--- config.mk ---
export PLATFORM = sky130hd
export DESIGN_NAME = multicycle_control_flat
export DESIGN_NICKNAME = d
export VERILOG_FILES = /design/src/rtl/multicycle_control_if.sv /design/src/rtl/multicycle_control.sv /design/src/flat_wrapper.sv
export SDC_FILE = /design/constraint.sdc
export NUM_CORES = 1
export LEC_CHECK = 0
export BUFFER_PORTS_ARGS = -buffer_cell sky130_fd_sc_hd__buf_2
export CAP_MARGIN = 20
export CORE_MARGIN = 2
export CORE_UTILIZATION = 30
export DETAILED_ROUTE_END_ITERATION = 12
export PLACE_DENSITY = 0.62
export SYNTH_ARGS = -nofsm -noshare
export SYNTH_HDL_FRONTEND = slang
export SYNTH_SLANG_ARGS = --single-unit
--- constraint.sdc ---
create_clock -name clk -period 1.59 [get_ports clk]
set_clock_uncertainty 0.15 [all_clocks]
set_input_delay 0.2385 -clock clk [delete_from_list [all_inputs] [get_ports clk]]
set_output_delay 0.2385 -clock clk [all_outputs]
set_load 0.01 [all_outputs]
--- src/rtl/multicycle_control_if.sv ---
// Control bundle between the multicycle FSM and the datapath.
// master is the controller side; slave is the datapath/IR/memory side.
interface multicycle_control_if #(
  parameter int unsigned OPCODE_WIDTH = 6,
  parameter int unsigned STATE_WIDTH  = 4
);
  logic [OPCODE_WIDTH-1:0] opcode;
  logic                    zero;
  logic                    mem_ready;

  logic                    PCWrite;
  logic                    PCWriteCond;
  logic                    IorD;
  logic                    MemRead;
  logic                    MemWrite;
  logic                    MemtoReg;
  logic                    IRWrite;
  logic                    ALUSrcA;
  logic                    RegWrite;
  logic                    RegDst;
  logic [1:0]              PCSource;
  logic [1:0]              ALUOp;
  logic [1:0]              ALUSrcB;
  logic                    pc_enable;
  logic                    illegal_op;
  logic [STATE_WIDTH-1:0]  state_dbg;

  modport master (
    input  opcode, zero, mem_ready,
    output PCWrite, PCWriteCond, IorD, MemRead, MemWrite, MemtoReg, IRWrite, ALUSrcA,
           RegWrite, RegDst, PCSource, ALUOp, ALUSrcB, pc_enable, illegal_op, state_dbg
  );

  modport slave (
    output opcode, zero, mem_ready,
    input  PCWrite, PCWriteCond, IorD, MemRead, MemWrite, MemtoReg, IRWrite, ALUSrcA,
           RegWrite, RegDst, PCSource, ALUOp, ALUSrcB, pc_enable, illegal_op, state_dbg
  );
endinterface

--- src/rtl/multicycle_control.sv ---
// Multicycle MIPS-subset control FSM with memory-ready wait states and a sticky
// illegal-opcode flag. Outputs decode from state; FETCH strobes also use mem_ready.
module multicycle_control #(
  parameter int unsigned OPCODE_WIDTH = 6,
  parameter int unsigned STATE_WIDTH  = 4
) (
  input logic                  clk,
  input logic                  reset,
  multicycle_control_if.master bus_io
);

  localparam logic [OPCODE_WIDTH-1:0] OpRtype = OPCODE_WIDTH'(6'b000000);
  localparam logic [OPCODE_WIDTH-1:0] OpLw    = OPCODE_WIDTH'(6'b100011);
  localparam logic [OPCODE_WIDTH-1:0] OpSw    = OPCODE_WIDTH'(6'b101011);
  localparam logic [OPCODE_WIDTH-1:0] OpBeq   = OPCODE_WIDTH'(6'b000100);
  localparam logic [OPCODE_WIDTH-1:0] OpJ     = OPCODE_WIDTH'(6'b000010);
  localparam logic [OPCODE_WIDTH-1:0] OpAddi  = OPCODE_WIDTH'(6'b001000);

  typedef enum logic [3:0] {
    StFetch    = 4'd0,
    StDecode   = 4'd1,
    StMemAddr  = 4'd2,
    StMemRead  = 4'd3,
    StMemWb    = 4'd4,
    StMemWrite = 4'd5,
    StRExec    = 4'd6,
    StRWb      = 4'd7,
    StBranch   = 4'd8,
    StJump     = 4'd9,
    StAddiExec = 4'd10,
    StAddiWb   = 4'd11
  } state_e;

  state_e state_q, state_d;
  logic   illegal_q, illegal_d;

  logic       pc_write, pc_write_cond, i_or_d, mem_read, mem_write, mem_to_reg;
  logic       ir_write, alu_src_a, reg_write, reg_dst;
  logic [1:0] pc_source, alu_op, alu_src_b;

  always_ff @(posedge clk) begin
    if (!reset) begin
      state_q   <= StFetch;
      illegal_q <= 1'b0;
    end else begin
      state_q   <= state_d;
      illegal_q <= illegal_d;
    end
  end

  always_comb begin
    state_d       = state_q;
    illegal_d     = illegal_q;
    pc_write      = 1'b0;
    pc_write_cond = 1'b0;
    i_or_d        = 1'b0;
    mem_read      = 1'b0;
    mem_write     = 1'b0;
    mem_to_reg    = 1'b0;
    ir_write      = 1'b0;
    alu_src_a     = 1'b0;
    reg_write     = 1'b0;
    reg_dst       = 1'b0;
    pc_source     = 2'b00;
    alu_op        = 2'b00;
    alu_src_b     = 2'b00;

    case (state_q)
      StFetch: begin
        mem_read  = 1'b1;
        alu_src_b = 2'b01;
        ir_write  = bus_io.mem_ready;
        pc_write  = bus_io.mem_ready;
        if (bus_io.mem_ready) state_d = StDecode;
      end
      StDecode: begin
        alu_src_b = 2'b11;
        case (bus_io.opcode)
          OpLw, OpSw: state_d = StMemAddr;
          OpRtype:    state_d = StRExec;
          OpBeq:      state_d = StBranch;
          OpJ:        state_d = StJump;
          OpAddi:     state_d = StAddiExec;
          default: begin
            state_d   = StFetch;
            illegal_d = 1'b1;
          end
        endcase
      end
      StMemAddr: begin
        alu_src_a = 1'b1;
        alu_src_b = 2'b10;
        if (bus_io.opcode == OpSw)      state_d = StMemWrite;
        else if (bus_io.opcode == OpLw) state_d = StMemRead;
        else                            state_d = StFetch;
      end
      StMemRead: begin
        mem_read = 1'b1;
        i_or_d   = 1'b1;
        if (bus_io.mem_ready) state_d = StMemWb;
      end
      StMemWb: begin
        reg_write  = 1'b1;
        mem_to_reg = 1'b1;
        state_d    = StFetch;
      end
      StMemWrite: begin
        mem_write = 1'b1;
        i_or_d    = 1'b1;
        if (bus_io.mem_ready) state_d = StFetch;
      end
      StRExec: begin
        alu_src_a = 1'b1;
        alu_op    = 2'b10;
        state_d   = StRWb;
      end
      StRWb: begin
        reg_write = 1'b1;
        reg_dst   = 1'b1;
        state_d   = StFetch;
      end
      StBranch: begin
        alu_src_a     = 1'b1;
        alu_op        = 2'b01;
        pc_write_cond = 1'b1;
        pc_source     = 2'b01;
        state_d       = StFetch;
      end
      StJump: begin
        pc_write  = 1'b1;
        pc_source = 2'b10;
        state_d   = StFetch;
      end
      StAddiExec: begin
        alu_src_a = 1'b1;
        alu_src_b = 2'b10;
        state_d   = StAddiWb;
      end
      StAddiWb: begin
        reg_write = 1'b1;
        state_d   = StFetch;
      end
      default: state_d = StFetch;
    endcase
  end

  // Write/enable strobes are suppressed while reset is held so an aborted access never commits.
  assign bus_io.PCWrite     = pc_write & reset;
  assign bus_io.PCWriteCond = pc_write_cond & reset;
  assign bus_io.MemRead     = mem_read & reset;
  assign bus_io.MemWrite    = mem_write & reset;
  assign bus_io.IRWrite     = ir_write & reset;
  assign bus_io.RegWrite    = reg_write & reset;
  assign bus_io.pc_enable   = (pc_write | (pc_write_cond & bus_io.zero)) & reset;
  assign bus_io.IorD        = i_or_d;
  assign bus_io.MemtoReg    = mem_to_reg;
  assign bus_io.ALUSrcA     = alu_src_a;
  assign bus_io.RegDst      = reg_dst;
  assign bus_io.PCSource    = pc_source;
  assign bus_io.ALUOp       = alu_op;
  assign bus_io.ALUSrcB     = alu_src_b;
  assign bus_io.illegal_op  = illegal_q;
  assign bus_io.state_dbg   = STATE_WIDTH'(state_q);

endmodule

--- src/flat_wrapper.sv ---
// flat-port wrapper written by rule: the top's interface ports become plain ports
module multicycle_control_flat 
#(
  parameter int unsigned OPCODE_WIDTH = 6,
  parameter int unsigned STATE_WIDTH  = 4
)
  (clk, reset, bus_io_opcode, bus_io_zero, bus_io_mem_ready, bus_io_PCWrite, bus_io_PCWriteCond, bus_io_IorD, bus_io_MemRead, bus_io_MemWrite, bus_io_MemtoReg, bus_io_IRWrite, bus_io_ALUSrcA, bus_io_RegWrite, bus_io_RegDst, bus_io_PCSource, bus_io_ALUOp, bus_io_ALUSrcB, bus_io_pc_enable, bus_io_illegal_op, bus_io_state_dbg);
  multicycle_control_if #(.OPCODE_WIDTH(OPCODE_WIDTH), .STATE_WIDTH(STATE_WIDTH)) bus_io_i ();
  input logic clk;
  input logic reset;
  input wire logic [$bits(bus_io_i.opcode)-1:0] bus_io_opcode;
  input wire logic [$bits(bus_io_i.zero)-1:0] bus_io_zero;
  input wire logic [$bits(bus_io_i.mem_ready)-1:0] bus_io_mem_ready;
  output wire logic [$bits(bus_io_i.PCWrite)-1:0] bus_io_PCWrite;
  output wire logic [$bits(bus_io_i.PCWriteCond)-1:0] bus_io_PCWriteCond;
  output wire logic [$bits(bus_io_i.IorD)-1:0] bus_io_IorD;
  output wire logic [$bits(bus_io_i.MemRead)-1:0] bus_io_MemRead;
  output wire logic [$bits(bus_io_i.MemWrite)-1:0] bus_io_MemWrite;
  output wire logic [$bits(bus_io_i.MemtoReg)-1:0] bus_io_MemtoReg;
  output wire logic [$bits(bus_io_i.IRWrite)-1:0] bus_io_IRWrite;
  output wire logic [$bits(bus_io_i.ALUSrcA)-1:0] bus_io_ALUSrcA;
  output wire logic [$bits(bus_io_i.RegWrite)-1:0] bus_io_RegWrite;
  output wire logic [$bits(bus_io_i.RegDst)-1:0] bus_io_RegDst;
  output wire logic [$bits(bus_io_i.PCSource)-1:0] bus_io_PCSource;
  output wire logic [$bits(bus_io_i.ALUOp)-1:0] bus_io_ALUOp;
  output wire logic [$bits(bus_io_i.ALUSrcB)-1:0] bus_io_ALUSrcB;
  output wire logic [$bits(bus_io_i.pc_enable)-1:0] bus_io_pc_enable;
  output wire logic [$bits(bus_io_i.illegal_op)-1:0] bus_io_illegal_op;
  output wire logic [$bits(bus_io_i.state_dbg)-1:0] bus_io_state_dbg;
  assign bus_io_i.opcode = bus_io_opcode;
  assign bus_io_i.zero = bus_io_zero;
  assign bus_io_i.mem_ready = bus_io_mem_ready;
  assign bus_io_PCWrite = bus_io_i.PCWrite;
  assign bus_io_PCWriteCond = bus_io_i.PCWriteCond;
  assign bus_io_IorD = bus_io_i.IorD;
  assign bus_io_MemRead = bus_io_i.MemRead;
  assign bus_io_MemWrite = bus_io_i.MemWrite;
  assign bus_io_MemtoReg = bus_io_i.MemtoReg;
  assign bus_io_IRWrite = bus_io_i.IRWrite;
  assign bus_io_ALUSrcA = bus_io_i.ALUSrcA;
  assign bus_io_RegWrite = bus_io_i.RegWrite;
  assign bus_io_RegDst = bus_io_i.RegDst;
  assign bus_io_PCSource = bus_io_i.PCSource;
  assign bus_io_ALUOp = bus_io_i.ALUOp;
  assign bus_io_ALUSrcB = bus_io_i.ALUSrcB;
  assign bus_io_pc_enable = bus_io_i.pc_enable;
  assign bus_io_illegal_op = bus_io_i.illegal_op;
  assign bus_io_state_dbg = bus_io_i.state_dbg;
  multicycle_control #(.OPCODE_WIDTH(OPCODE_WIDTH), .STATE_WIDTH(STATE_WIDTH)) u_core (.clk(clk), .reset(reset), .bus_io(bus_io_i));
endmodule
==> metrics.yaml <==
power_and_ir_drop:
  irDropWorstVdd_uv: 297
  power.density_mw_per_mm2: 439
  leakagePower_nw: 0.452
detailed_routing:
  first_pass_iters: 4
  drc_errors: 0
  vias_per_cell: 5.23
  vias: 806
  wire_per_inst_microns: 12.8
  drtAntennaViolNets: 0
  wl_microns: 1970
  drt_iter0_markers: 11
worst_setup_path:
  crit_fanout: 6
  cp_data_required_time_ns: 1.20
  r2r_cells: 5
  worstSetupPathType: "reg2out"
  arrival_ns: 1.30
  r2r-end: "u_core.bus_io.state_dbg[1]"
  endpoint_kind: "output port"
  critPathLaunch: "u_core.bus_io.state_dbg[2]"
  r2r_slack_ns: 0.16
  cp-endpoint: "bus_io_RegWrite"
  r2r_start: "u_core.bus_io.state_dbg[1]"
  start_kind: "register"
yosys:
  ys_types: 35
  synthMuxAreaShare_pct: 0
  synthXorXnorAreaFrac_pct: 3.10
  syn_inst: 83
  synth_flop_cell: "dfxtp_1"
  synth_compound_area_share_pct: 29.0
  ys_seq_area_share_pct: 17.7
  synthSimpleGateAreaFrac_pct: 42.9
  yosysWarnings: 0
  ys_seq_elements: 5
  synth_top_area_cell: "dfxtp_1"
  synth_top_cell_area_share_pct: 17.7
  synthArstFlopShare_pct: 0
  synth_area_leaders: "dfxtp_1 18%, nand2b_1 8.8%, nor3_1 7.1%, a21oi_1 5.3%, nor2_1 5.3%"
  synth_fa_ha_area_share_pct: 0
  syn_nets: 93
  synth_top_family_by_area: "simple AND/OR/NAND/NOR gates"
  avgSynthCellArea_sq_um: 6.81
  synthesis.area_sq_um: 566
  synth-edff-count: 0
sta:
  fmax_ghz: 0.593
  setup_violations: 5
  period_share_pct: 106
  fin_crit_ns: 1.69
  tns_ns: -0.259
  worstMarginPinSlew_ns: 0.437
  slew-limit-headroom_pct: 70.6
  finalMaxSlewViolations: 0
  rsz0062_at_grt: "yes"
  hold_viol_final: 0
  fin_ws_ns: -0.0965
run_status:
  outcome: "complete, but fails checks"
  violations: "negative setup slack"
clocking:
  clk_latency_ns: 0.25
  cts_buffers: 3
  clock-root-buffer: "clkbuf_4"
  cts_tree: "built"
  cts.clk_slew.worst_paths_ns: 0.05
  cts.sinks: 5
  h-tree-depth: 1
  clock_path_buffers: 2
  holdBufCountCts: 0
final_layout:
  diodes: 0
  drive_gt1_share_pct: 56.6
  nNetsFinal: 140
  fin_cells: 154
  syn_to_final_growth_pct: 73.9
floorplan:
  dieHeight_microns: 47.4
  std_cell_rows: 15
  die_w_microns: 47.4
  ioPinCount: 32
  core_area_sq_mm: 0.00175
  design.die.area_sq_mm: 0.00225
  initial_core_util_pct: 32.4
place:
  hpwlAfterDp_microns: 1370
  portBuffers: 31
  gp_congestion: 0.795
  post-place-ws_ns: 0.0377
  place_inst: 144
global_route:
  antenna_found_initial: 0
  grt_max_degree: 12
  grt_pass1_vias: 658
  globalRoute.totalOverflow: 0
  grt_pass1_wl_microns: 2880
  grt_usage_pct: 18.2
flow_run:
  cap_violations: 0
min_path:
  holdCritPathClass: "in2reg"
[critical path: stages, from the launching register on]
cell and delay [ns]:
dfxtp_4 0.36, nand2b_4 0.16, buf_6 0.12, o22ai_1 0.16
and2_1 0.14, buf_2 0.12
[cells in the mapped netlist, types with 2 or more instances]
cell type / count
inv_1: 2
nor2_1: 8
nor4_1: 3
dfxtp_1: 5
and2_1: 2
a21oi_1: 6
nand3_1: 5
buf_2: 3
clkbuf_1: 2
nand2b_1: 8
nand2_1: 6
nor3_1: 8
o21ai_0: 3
[worst min-delay path by stage]
stage	startpoint	end	slack, ns	depth (start not counted)
2_1_floorplan	reset	u_core.bus_io.state_dbg[3]	0.26	2
3_3_place_gp	u_core.bus_io.illegal_op	u_core.bus_io.illegal_op	0.32	1
3_5_place_dp	u_core.bus_io.illegal_op	u_core.bus_io.illegal_op	0.32	1
4_1_cts	bus_io_opcode[1]	u_core.bus_io.state_dbg[0]	0.18	3
5_1_grt	bus_io_opcode[1]	u_core.bus_io.state_dbg[0]	0.21	3
6_report	bus_io_opcode[1]	u_core.bus_io.state_dbg[0]	0.18	3
[routing by layer]
metal	GRT usage, %	wire, microns
met1	22.0	806
met2	32.7	1050
met3	2.26	93
met4	6.67	24
met5	0	0
[layout make-up]
cell class / count / area, sq um
well taps: 25 / 31.3
clock buffers: 4 / 26.3
repair buffers: 48 / 305
fillers: 177 / 762
inverters: 2 / 7.51
multi-input cells: 70 / 498
flip-flops and latches: 5 / 115
[repair_timing]
| item | CTS | global route |
|---|---|---|
| resized for setup | 18 | 9 |
| pin swaps | 3 | 3 |
| buffers inserted | 4 | 2 |
| endpoints found under the setup margin | 14 | 10 |
[cells by family (layout without fill, tap and decap cells)]
logic type / after synthesis / in the layout
flip-flops: 5 / 5
AO/OA/AOI/OAI: 22 / 22
buffers and inverters: 8 / 54
AND/OR/NAND/NOR: 46 / 46
XOR/XNOR: 2 / 2
[sequential cells by signal (all words and copies together) (netlist names)]
| name | count |
|---|---|
| u_core.bus_io.illegal_op | 1 |
| u_core.bus_io.state_dbg | 4 |
[metrics by stage]
stage	hold WS [ns]	area (sq um)	power (mW)	utilization [%]
finish	0.184	983	0.432	56.3
global route	0.215	983	0.462	56.3
CTS	0.185	931	0.421	53.3
detailed placement	0.322	811	0.257	46.5
global placement	0.317	811	0.254	46.5
floorplan	0.263	576	0.206	-
[layout by cell type (no fill, tap or decap), types with 2 or more instances in the layout]
| cell | instances |
|---|---|
| o21ai_0 | 3 |
| nor3_4 | 2 |
| buf_6 | 6 |
| nor4_1 | 3 |
| buf_2 | 31 |
| nand3_1 | 5 |
| nand2_1 | 5 |
| nand2b_1 | 4 |
| clkbuf_4 | 3 |
| nand2b_4 | 4 |
| and2_1 | 2 |
| nor3_1 | 5 |
| a21oi_2 | 2 |
| dfxtp_4 | 4 |
| nor2_1 | 7 |
| a21oi_1 | 5 |
| buf_4 | 11 |
[report_power, final]
part | internal (mW) | switching [mW] | total [mW]
logic | 0.0678 | 0.0721 | 0.140
clock network | 0.0953 | 0.0584 | 0.154
registers | 0.127 | 0.0114 | 0.138
Note: power is estimated with default switching activity, not from simulation.
